## src/rtl/fpd_pkg.sv

```systemverilog
// Shared definitions for the single-precision sequential divider.
package fpd_pkg;

  typedef enum logic [1:0] {
    ST_IDLE = 2'd0,
    ST_DIV  = 2'd1,
    ST_NORM = 2'd2
  } fpd_state_t;

  localparam int EXP_BIAS = 127;

  localparam int SIGN_BIT = 31;
  localparam int EXP_MSB  = 30;
  localparam int EXP_LSB  = 23;
  localparam int MANT_MSB = 22;

  localparam logic [31:0] INF_PATTERN = 32'h7F80_0000;

  // DIV sub-phases by counter value: one load cycle, 25 restoring steps,
  // one cycle to normalise and register the result.
  localparam logic [4:0] CNT_LOAD      = 5'd0;
  localparam logic [4:0] CNT_LAST_STEP = 5'd25;
  localparam logic [4:0] CNT_NORM      = 5'd26;

  function automatic logic [31:0] signed_inf(input logic sign);
    return INF_PATTERN | {sign, 31'b0};
  endfunction

endpackage

```

## src/rtl/fpd_div_step.sv

```systemverilog
// One restoring-division step: compare, conditional subtract, shift left.
module fpd_div_step (
  input  logic [24:0] i_rem,
  input  logic [24:0] i_div,
  output logic        o_qbit,
  output logic [24:0] o_rem_nxt
);

  logic [24:0] w_diff;
  logic [24:0] w_sel;

  // Remainder stays below 2*divisor, so the shifted value always fits in 25 bits.
  always_comb begin
    w_diff    = i_rem - i_div;
    o_qbit    = (i_rem >= i_div);
    w_sel     = o_qbit ? w_diff : i_rem;
    o_rem_nxt = w_sel << 1;
  end

endmodule

```

## src/rtl/fpd_seq.sv

```systemverilog
// Sequential IEEE-754 single-precision divider, fixed 27-cycle latency.
//
// state | meaning
// IDLE  | waiting for start; operands latched on acceptance
// DIV   | cnt 0: load remainder, cnt 1..25: one quotient bit per cycle,
//       | cnt 26: normalise and register the result
// NORM  | done pulse; out valid
module fpd_seq
  import fpd_pkg::*;
(
  input  logic        clk,
  input  logic        rst_n,
  input  logic        start,
  input  logic [31:0] in1,
  input  logic [31:0] in2,
  output logic        busy,
  output logic        done,
  output logic [31:0] out
);

  localparam logic signed [9:0] BIAS_S = 10'(EXP_BIAS);

  fpd_state_t r_state;
  fpd_state_t w_state_nxt;

  logic               r_sign;
  logic [7:0]         r_e1;
  logic [7:0]         r_e2;
  logic [23:0]        r_m1;
  logic [23:0]        r_m2;
  logic [24:0]        r_rem;
  logic [24:0]        r_q;
  logic [4:0]         r_cnt;
  logic [31:0]        r_out;

  logic               w_qbit;
  logic [24:0]        w_rem_nxt;
  logic signed [9:0]  w_e1;
  logic signed [9:0]  w_e2;
  logic signed [9:0]  w_exp;
  logic [22:0]        w_mant;
  logic [31:0]        w_norm;

  fpd_div_step u_step (
    .i_rem     (r_rem),
    .i_div     ({1'b0, r_m2}),
    .o_qbit    (w_qbit),
    .o_rem_nxt (w_rem_nxt)
  );

  // State register.
  always_ff @(posedge clk or negedge rst_n) begin
    if (!rst_n) r_state <= ST_IDLE;
    else        r_state <= w_state_nxt;
  end

  // Next-state logic; start is only looked at in IDLE.
  always_comb begin
    w_state_nxt = r_state;
    case (r_state)
      ST_IDLE: if (start) w_state_nxt = ST_DIV;
      ST_DIV:  if (r_cnt == CNT_NORM) w_state_nxt = ST_NORM;
      ST_NORM: w_state_nxt = ST_IDLE;
      default: w_state_nxt = ST_IDLE;
    endcase
  end

  // Outputs decoded from state; result register drives out directly.
  always_comb begin
    busy = (r_state == ST_DIV);
    done = (r_state == ST_NORM);
    out  = r_out;
  end

  // Operand latch, iteration counter, restoring-division registers and result.
  always_ff @(posedge clk or negedge rst_n) begin
    if (!rst_n) begin
      r_sign <= 1'b0;
      r_e1   <= '0;
      r_e2   <= '0;
      r_m1   <= '0;
      r_m2   <= '0;
      r_rem  <= '0;
      r_q    <= '0;
      r_cnt  <= '0;
      r_out  <= '0;
    end else begin
      case (r_state)
        ST_IDLE: begin
          if (start) begin
            r_sign <= in1[SIGN_BIT] ^ in2[SIGN_BIT];
            r_e1   <= in1[EXP_MSB:EXP_LSB];
            r_e2   <= in2[EXP_MSB:EXP_LSB];
            r_m1   <= {1'b1, in1[MANT_MSB:0]};
            r_m2   <= {1'b1, in2[MANT_MSB:0]};
            r_cnt  <= '0;
          end
        end
        ST_DIV: begin
          r_cnt <= r_cnt + 5'd1;
          if (r_cnt == CNT_LOAD) begin
            r_rem <= {1'b0, r_m1};
            r_q   <= '0;
          end else if (r_cnt <= CNT_LAST_STEP) begin
            r_rem <= w_rem_nxt;
            r_q   <= {r_q[23:0], w_qbit};
          end else if (r_cnt == CNT_NORM) begin
            r_out <= w_norm;
          end
        end
        default: ;
      endcase
    end
  end

  // Normalise the 25-bit quotient and apply zero/overflow/underflow rules.
  always_comb begin
    w_e1 = signed'({2'b00, r_e1});
    w_e2 = signed'({2'b00, r_e2});
    if (r_q[24]) begin
      w_mant = r_q[23:1];
      w_exp  = w_e1 - w_e2 + BIAS_S;
    end else begin
      w_mant = r_q[22:0];
      w_exp  = w_e1 - w_e2 + BIAS_S - 10'sd1;
    end
    w_norm = {r_sign, w_exp[7:0], w_mant};
    if (r_e1 == 8'd0)            w_norm = '0;
    else if (r_e2 == 8'd0)       w_norm = signed_inf(r_sign);
    else if (w_exp >= 10'sd255)  w_norm = signed_inf(r_sign);
    else if (w_exp <= 10'sd0)    w_norm = '0;
  end

endmodule

```

## config.mk

```make
export PLATFORM = sky130hd
export DESIGN_NAME = fpd_seq
export DESIGN_NICKNAME = d
export VERILOG_FILES = /design/src/rtl/fpd_pkg.sv /design/src/rtl/fpd_div_step.sv /design/src/rtl/fpd_seq.sv
export SDC_FILE = /design/constraint.sdc
export NUM_CORES = 1
export LEC_CHECK = 0
export ABC_AREA = 1
export ABC_CLOCK_PERIOD_IN_PS = 5900
export BUFFER_PORTS_ARGS = -buffer_cell sky130_fd_sc_hd__buf_2
export CORE_MARGIN = 2
export CORE_UTILIZATION = 31
export DETAILED_ROUTE_END_ITERATION = 10
export PLACE_DENSITY_LB_ADDON = 0.12
export REMOVE_ABC_BUFFERS = 1
export SYNTH_ARGS = -nofsm -noshare
export SYNTH_HDL_FRONTEND = slang
export SYNTH_SLANG_ARGS = --single-unit
export TNS_END_PERCENT = 10
```

## constraint.sdc

```tcl
create_clock -name clk -period 5.9 [get_ports clk]
set_clock_uncertainty 0.2 [all_clocks]
set_input_delay 0.885 -clock clk [delete_from_list [all_inputs] [get_ports clk]]
set_output_delay 0.885 -clock clk [all_outputs]
set_load 0.005 [all_outputs]
```

==> impl_metrics.json <==
{
  "status": "finished clean",
  "synth-xor-area-share_pct": 2.35,
  "hold_path_class": "flop to flop",
  "post-route-period-util_pct": 68.8,
  "yosysMostFrequentCell": "nand2_1",
  "grt_overflow_total": 0,
  "fin_util_pct": 36.4,
  "cts_tree": "built",
  "synth_top_family_by_area": "simple AND/OR/NAND/NOR gates",
  "synth-compound-area-share_pct": 13.9,
  "crit_path_end_kind": "flop",
  "min_path_cells": 2,
  "start_util_pct": 31.3,
  "slew_headroom_pct": 29.3,
  "dieArea_mm2": 0.0302,
  "cts_sinks": 153,
  "synth.area.mux_share_pct": 0.224,
  "dr.first_iter.drc_count": 373,
  "met1_length_um": 12200,
  "ff_latch_area_mm2": 0.00383,
  "hold_ws_ns": 0.274,
  "synth_ff_type": "dfrtp_1",
  "fin_tns_setup_ns": 0,
  "dp_hpwl_um": 16400,
  "cts_setup_buffers": 0,
  "layout_min_cycle_time_ns": 4.06,
  "clock_path_buffers": 2,
  "cts_resized": 0,
  "track_usage_pct": 15.6,
  "path_common_cell": "nand2_1",
  "hold_viol": 0,
  "synth-simple-area-share_pct": 26.6,
  "layout-drive-gt1-share_pct": 16.0,
  "clock.fmax_ghz": 0.246,
  "critPathKind": "flop to flop",
  "critPathArrivalTime_ns": 4.22,
  "reg2reg_setup_slack_ns": 1.84,
  "rsz0062_at_grt": "no",
  "multi_input_area_mm2": 0.00437,
  "synth_fa_ha_area_share_pct": 5.77,
  "start_kind": "flop",
  "diodes": 0,
  "gp_congestion": 0.838,
  "ys_async_sr_fraction_pct": 100,
  "vias_per_cell": 4.61,
  "synth_area_leader_cell": "dfrtp_1",
  "dieHeight_um": 174,
  "wl_met3_um": 584,
  "fillers": 3122,
  "r2r_cells": 21,
  "synth_top_area_share_pct": 42.9,
  "synth_area_mm2": 0.00893,
  "synth-seq-cells": 153,
  "routed_wirelength_um": 22800,
  "placed_cell_area_mm2": 0.00983,
  "synth_cell_types": 39,
  "cts_buffers": 17,
  "crit_chain": "inv_1 -> ha_1 -> inv_1 -> fa_1 -> inv_1 -> ha_1 -> nand2_1 -> nor2_2 -> inv_2 -> nor2_1 -> nand2_1 -> nor2_2 -> nand2_1 -> nand2_1 -> nand2_2 -> nand3_2 -> nand2_2 -> nor3_4 -> buf_4 -> nand2_2 -> nand2_1",
  "ant_nets": 0,
  "crit_path_max_fanout": 19,
  "tightest_slew_ns": 1.06,
  "synth_common_cells": "nand2_1, dfrtp_1, inv_1",
  "syn_avg_cell_area_um2": 7.51,
  "cts_hold_buffers": 0,
  "dr_total_vias": 7713,
  "syn2layout_area_growth_pct": 16.3,
  "grt_max_degree": 85,
  "antenna_found_initial": 0,
  "dr.pass1.iters": 5,
  "drc": 0,
  "slowest_delay_ns": 0.86,
  "wl_per_cell_um": 13.6,
  "top_layer": "met4",
  "synth-edff-count": 0,
  "core.rowCount": 62,
  "setup_viol": 0,
  "die_w_um": 174,
  "ys_seq_area_share_pct": 42.9,
  "ys_warn_count": 0,
  "maxCapViolCount": 0,
  "core_mm2": 0.0285,
  "worstSkewPairLatency_ns": 0.43,
  "grt_pass1_vias": 7566,
  "path_clk_slew_ns": 0.07,
  "yosys-top-cells-area": "dfrtp_1, nand2_1, o21ai_0",
  "cp_slowest_cell": "nor3_4",
  "required_ns": 6.06,
  "port_buffers": 100,
  "io_pins": 101,
  "finalMaxSlewViolations": 0,
  "htree_levels": 4,
  "grt_pass1_wl_um": 38300,
  "fin_area_mm2": 0.0104,
  "finalNetCount": 1384,
  "syn_inst": 1190,
  "cts-root-buf": "clkbuf_16",
  "dr_wl_met2_um": 9840
}
-- logic make-up after synthesis --
logic type | Yosys count
and+or+nand+nor | 551
AOI/OAI and AO/OA | 228
buffers and inverters | 192
DFF | 153
adders and majority gates | 40
xor gates and xnor gates | 24
muxes | 2
-- flip-flops by register name (all words and copies together) (netlist names), 5 cells and up --
name / flops
r_q: 25
r_m2: 23
r_rem: 25
r_e1: 8
out: 32
r_e2: 8
r_cnt: 5
r_m1: 24
-- final timing paths --
path                          from  endpoint
max in group asynchronous    rst_n   r_m2[7]
min in group asynchronous    rst_n   out[14]
setup / recovery           r_e1[0]    out[3]
setup reg to reg           r_e1[0]    out[3]
hold / removal             out[10]   out[10]
hold reg to reg            out[10]   out[10]
-- critical path, delay by kind of cell (launching register included) --
family / cells / cell delay, ns
flops: 1 / 0.38
simple gates: 13 / 1.86
fa+ha+maj: 3 / 0.98
buf+inv: 5 / 0.55
-- through the flow --
step                std cells  worst slack, ns
floorplan                1148             2.16
global placement         1642             1.94
detailed placement       1642             1.83
CTS                      1674             1.78
global route             1674             1.48
finish                   1674             1.84
-- cell usage in the layout, fill, tap and decap left out, drive strengths merged --
master    instances
a21oi            50
xnor2            10
xor2             14
mux2i             2
nor3              6
clkinv            5
o22ai            29
o221ai            1
a32o              1
nand2           396
ha               38
buf             110
and3              1
dfrtp           153
inv             155
nand3b            1
nor4              9
o211ai            7
or2               1
nand3            72
a31oi             2
o21ai           133
o311ai            1
clkinvlp          3
a21o              3
nor2             55
clkbuf           19
fa                2
nand4            10
a221oi            1
-- area by class of cell --
class                      instances  share of cell area, %
multi-input combinational        845                   42.1
clock buffer                      19                   4.36
inverter                         150                   5.43
clock inverter                    13                   1.02
sequential                       153                   36.9
timing repair buffer             110                   5.60
tap                              384                   4.63
-- layer usage --
layer,vias up,GRT usage (%)
met2,109,23.7
met5,-,0
met1,3569,23.2
met3,13,2.15
li1,4022,-
met4,0,3.99
Power is left out: the tool's default activity adds up to more than one toggle a clock period on the data nets, which glitch-free logic cannot reach.
